==> config.mk <==
export PLATFORM = sky130hd
export DESIGN_NAME = z_writeback
export DESIGN_NICKNAME = d
export VERILOG_FILES = /design/src/rtl/cpu_pkg.sv /design/src/rtl/z_writeback.sv
export SDC_FILE = /design/constraint.sdc
export NUM_CORES = 1
export LEC_CHECK = 0
export CORE_ASPECT_RATIO = 0.8
export CORE_MARGIN = 3
export CORE_UTILIZATION = 30
export DETAILED_ROUTE_END_ITERATION = 8
export PLACE_DENSITY = 0.66
export SLEW_MARGIN = 20
export SYNTH_ARGS = -nofsm -noshare
export SYNTH_HDL_FRONTEND = slang
export SYNTH_SLANG_ARGS = --single-unit
==> constraint.sdc <==
create_clock -name clock -period 2.6 [get_ports clock]
set_input_delay 0.39 -clock clock [delete_from_list [all_inputs] [get_ports clock]]
set_output_delay 0.39 -clock clock [all_outputs]
set_load 0.03 [all_outputs]
==> src/rtl/cpu_pkg.sv <==
// Shared CPU definitions: one-hot ALU op codes, write-back bus destinations,
// and the write-back stage state encoding.
package cpu_pkg;

  localparam int CPU_OP_W = 13;

  localparam logic [CPU_OP_W-1:0] OP_AND  = 13'b0_0000_0000_0001;
  localparam logic [CPU_OP_W-1:0] OP_OR   = 13'b0_0000_0000_0010;
  localparam logic [CPU_OP_W-1:0] OP_ADD  = 13'b0_0000_0000_0100;
  localparam logic [CPU_OP_W-1:0] OP_SUB  = 13'b0_0000_0000_1000;
  localparam logic [CPU_OP_W-1:0] OP_MUL  = 13'b0_0000_0001_0000;
  localparam logic [CPU_OP_W-1:0] OP_DIV  = 13'b0_0000_0010_0000;
  localparam logic [CPU_OP_W-1:0] OP_SHR  = 13'b0_0000_0100_0000;
  localparam logic [CPU_OP_W-1:0] OP_SHRA = 13'b0_0000_1000_0000;
  localparam logic [CPU_OP_W-1:0] OP_SHL  = 13'b0_0001_0000_0000;
  localparam logic [CPU_OP_W-1:0] OP_ROR  = 13'b0_0010_0000_0000;
  localparam logic [CPU_OP_W-1:0] OP_ROL  = 13'b0_0100_0000_0000;
  localparam logic [CPU_OP_W-1:0] OP_NEG  = 13'b0_1000_0000_0000;
  localparam logic [CPU_OP_W-1:0] OP_NOT  = 13'b1_0000_0000_0000;

  localparam logic [1:0] DEST_ZLO = 2'b00;
  localparam logic [1:0] DEST_LO  = 2'b01;
  localparam logic [1:0] DEST_HI  = 2'b10;

  typedef enum logic [1:0] {
    ST_IDLE    = 2'b00,
    ST_EMIT_LO = 2'b01,
    ST_EMIT_HI = 2'b10
  } wb_state_t;

endpackage

==> src/rtl/z_writeback.sv <==
// ALU write-back stage: captures the 64-bit Z result and drains it onto the
// 32-bit bus (MUL/DIV as LO then HI). Optional zero/neg flags under WB_FLAGS_EN.
module z_writeback
  import cpu_pkg::*;
#(
  parameter int DATA_W = 32,
  parameter int OP_W   = 13
) (
  input  logic                  clock,
  input  logic                  clear,
  input  logic                  alu_valid,
  output logic                  alu_ready,
  input  logic [OP_W-1:0]       alu_op,
  input  logic [2*DATA_W-1:0]   alu_result,
  output logic                  bus_valid,
  input  logic                  bus_ready,
  output logic [DATA_W-1:0]     bus_data,
  output logic [1:0]            bus_dest,
  output logic [DATA_W-1:0]     hi_q,
  output logic [DATA_W-1:0]     lo_q,
  output logic                  carry_q,
  output logic                  op_err,
`ifdef WB_FLAGS_EN
  output logic                  zero_q,
  output logic                  neg_q,
`endif
  output logic                  busy
);

  wb_state_t             state;
  logic [2*DATA_W-1:0]   z_q;
  logic [OP_W-1:0]       op_q;
  logic                  wide_q;

  function automatic logic is_onehot(input logic [OP_W-1:0] op);
    return (op != '0) && ((op & (op - 1'b1)) == '0);
  endfunction

  // Illegal encodings never match MUL/DIV exactly, so they drain as narrow ops.
  function automatic logic is_wide(input logic [OP_W-1:0] op);
    return (op == OP_MUL) || (op == OP_DIV);
  endfunction

  assign wide_q    = is_wide(op_q);
  assign alu_ready = (state == ST_IDLE);
  assign bus_valid = (state != ST_IDLE);
  assign busy      = bus_valid;

  always_comb begin
    bus_data = '0;
    bus_dest = DEST_ZLO;
    case (state)
      ST_EMIT_LO: begin
        bus_data = z_q[DATA_W-1:0];
        bus_dest = wide_q ? DEST_LO : DEST_ZLO;
      end
      ST_EMIT_HI: begin
        bus_data = z_q[2*DATA_W-1:DATA_W];
        bus_dest = DEST_HI;
      end
      default: ;
    endcase
  end

  always_ff @(posedge clock) begin
    if (clear) begin
      state   <= ST_IDLE;
      z_q     <= '0;
      op_q    <= '0;
      hi_q    <= '0;
      lo_q    <= '0;
      carry_q <= 1'b0;
      op_err  <= 1'b0;
`ifdef WB_FLAGS_EN
      zero_q  <= 1'b0;
      neg_q   <= 1'b0;
`endif
    end else begin
      op_err <= 1'b0;
      case (state)
        ST_IDLE: begin
          if (alu_valid) begin
            z_q    <= alu_result;
            op_q   <= alu_op;
            op_err <= !is_onehot(alu_op);
            state  <= ST_EMIT_LO;
            if (alu_op == OP_ADD) carry_q <= alu_result[DATA_W];
`ifdef WB_FLAGS_EN
            if (is_wide(alu_op)) begin
              zero_q <= (alu_result == '0);
              neg_q  <= alu_result[2*DATA_W-1];
            end else begin
              zero_q <= (alu_result[DATA_W-1:0] == '0);
              neg_q  <= alu_result[DATA_W-1];
            end
`endif
          end
        end
        ST_EMIT_LO: begin
          if (bus_ready) begin
            if (wide_q) begin
              lo_q  <= z_q[DATA_W-1:0];
              state <= ST_EMIT_HI;
            end else begin
              state <= ST_IDLE;
            end
          end
        end
        ST_EMIT_HI: begin
          if (bus_ready) begin
            hi_q  <= z_q[2*DATA_W-1:DATA_W];
            state <= ST_IDLE;
          end
        end
        default: state <= ST_IDLE;
      endcase
    end
  end

endmodule
==> results.py <==
metrics = {
    "synth": {
        "synthDistinctLibCells": 33,
        "ys_seq_elements": 145,
        "synth_fp_nets": 835,
        "yosys.area.top_type": "dfxtp_1",
        "synth.top_cell.area_share": 0.499,
        "yosysSeqAreaShare": 0.499,
        "syn_inst": 750,
        "synth.avg_cell_area_um2": 7.75,
        "yosys_warnings": 0,
        "ys_top_cells_by_area": "dfxtp_1 50%, nand2_1 14%, a21oi_1 12%",
        "syn-cell-area_um2": 5820,
    },
    "sta": {
        "tightest_slew_ns": 0.935,
        "rsz0062_at_grt": "no",
        "fmax_mhz": 416,
        "finalCriticalPeriod_ns": 2.41,
        "finClkSkew_ns": 0.0101,
        "hold_violations": 0,
        "slew_headroom": 0.376,
        "slew_viol_final": 0,
        "final.setup.tns_ns": 0,
        "period_share": 0.926,
        "report.final.setup_viol": 0,
    },
    "cells_and_area": {
        "nNetsFinal": 989,
        "final_common_cell": "nand2_1",
        "stdcell_area_um2": 8420,
        "final_layout_size_suffix_gt1_frac": 0.0961,
        "area_growth_pct": 44.9,
        "n_antenna_cell": 0,
        "mostFrequentLayoutCells": "219 x nand2_1, 149 x clkdlybuf4s50_1, 145 x dfxtp_1",
    },
    "setup_path": {
        "critical_path_required_ns": 2.21,
        "startpoint_type": "flop",
        "worstSetupEndpointType": "primary output",
        "cp_max_fo": 19,
        "criticalPathCategory": "flop to primary output",
        "cp.arrival_ns": 2.02,
    },
    "placed_design": {
        "dp_hpwl_mm": 13.9,
        "place_area_um2": 7850,
        "portBuffers": 183,
        "place_congestion": 0.825,
    },
    "die": {
        "die_area_um2": 21100,
        "fp.dieW_um": 162,
        "core_area_um2": 18600,
        "die-height_um": 131,
        "start_util": 0.313,
        "num_rows": 44,
        "ios": 184,
    },
    "clock_network": {
        "cts_root_buf": "clkbuf_16",
        "ctsHtreeMaxLevel": 4,
        "clock_sinks": 145,
        "cts_tree": "yes",
        "cts_max_path_buffers": 2,
        "clk_pin_slew_worst_paths_ns": 0.06,
        "cts-buffers-inserted": 17,
        "clk_latency_ns": 0.42,
    },
    "route": {
        "wire_per_inst_um": 17.0,
        "drt_iter0_drc": 427,
        "vias_per_cell": 4.88,
        "wl_mm": 19.9,
        "final_antenna_net_count": 0,
        "vias": 5707,
        "drc": 0,
        "first_pass_iters": 5,
    },
    "job": {
        "drv_cap": 0,
    },
    "pwr": {
        "power-per-cell-area_nw_per_um2": 632,
        "p_leak_nw": 2.91,
        "ir_drop_uv": 363,
    },
    "grt": {
        "grt_pass1_wl_mm": 30.6,
        "overflow": 0,
        "grt_pass1_vias": 5360,
        "track_usage": 0.184,
        "antenna_found_initial": 0,
        "grt_max_degree": 70,
    },
    "min_path": {
        "hp-class": "input port to flop",
    },
    "outcome": {
        "status": "complete, no violations",
    },
}
cells in the mapped netlist:
cell	number
nor4b_1	1
xor2_1	1
buf_1	9
nor2b_1	32
nor3_1	2
ha_1	4
nor4_1	6
or3_1	2
o32ai_1	1
buf_4	1
nand4_1	3
nand2_1	220
o21a_1	1
or4_1	3
a311oi_1	2
dfxtp_1	145
a21oi_1	142
buf_2	4
maj3_1	1
mux2i_1	2
and4_1	1
nand3_1	32
a211oi_1	1
nor2_1	2
o21ai_0	34
inv_1	4
o31a_2	2
o21bai_1	1
and4b_1	1
a22oi_1	32
clkbuf_1	53
a2111oi_0	2
and2_1	3
power breakdown:
part,total [W],switching [W],internal (W),leakage [nW]
Combinational,0.000560,0.000310,0.000251,1.46
Sequential,0.00239,0.0000843,0.00231,1.18
Clock,0.00238,0.000968,0.00141,0.269
Total,0.00533,0.00136,0.00396,2.91
flip-flops by register name, indices dropped and copies added, names as in the netlist:
name / count
lo_q: 32
carry_q: 1
state: 2
z_q: 64
op_err: 1
hi_q: 32
op_q: 13
through the flow:
step	instances	utilization	setup WS (ns)	total power (W)	hold slack (ns)
final	1169	0.454	0.193	0.00533	0.441
after global routing	1169	0.454	0.0457	0.00555	0.441
after CTS	1169	0.454	0.129	0.00538	0.424
after detailed placement	1138	0.423	0.0621	0.00300	0.446
after global placement	1138	0.423	0.0926	0.00299	0.442
after floorplan	750	-	0.314	0.00270	0.436
area by class of cell:
| cell class | count | area [µm²] |
|---|---|---|
| fill | 1873 | 10100 |
| sequential | 145 | 2900 |
| multi-input combinational | 534 | 2650 |
| timing repair buffer | 202 | 1980 |
| clock buffer | 18 | 429 |
| tap | 253 | 317 |
| clock inverter | 13 | 136 |
| inverter | 4 | 15.0 |
critical path, stage by stage, from the launching register on:
cell and delay [ns]:
dfxtp_1 0.35, inv_1 0.09, ha_1 0.52, buf_4 0.27, nor2b_1 0.19, buf_4 0.18
what timing repair did:
action                                  4_1_cts  5_1_grt
gates resized for setup                       0        1
endpoints found under the setup margin        0        1
hold buffers                                  0        0
setup buffers                                 0        0
hold endpoints to repair                      0        0
per-layer routing:
layer  global-route usage  share of wire
met5                    0              0
met4               0.0522          0.015
met3               0.0448          0.059
met2                0.267           0.43
met1                0.272           0.50
final timing paths:
check	startpoint	end	slack (ns)	cells past startpoint
max	state[0]	bus_data[22]	0.19	5
min	clear	lo_q[31]	0.44	2
max reg2reg	state[1]	lo_q[28]	0.66	7
min reg2reg	hi_q[11]	hi_q[11]	0.45	2
kinds of logic after synthesis:
logic type | Yosys count | share of synthesized area
adder cells (fa/ha/maj) | 5 | 0.0103
flip-flops | 145 | 0.499
XOR/XNOR | 1 | 0.00151
AO/OA/AOI/OAI | 218 | 0.208
buffers and inverters | 71 | 0.0473
AND/OR/NAND/NOR | 308 | 0.231
multiplexers | 2 | 0.00344
Power figures use the tool's default switching activity.
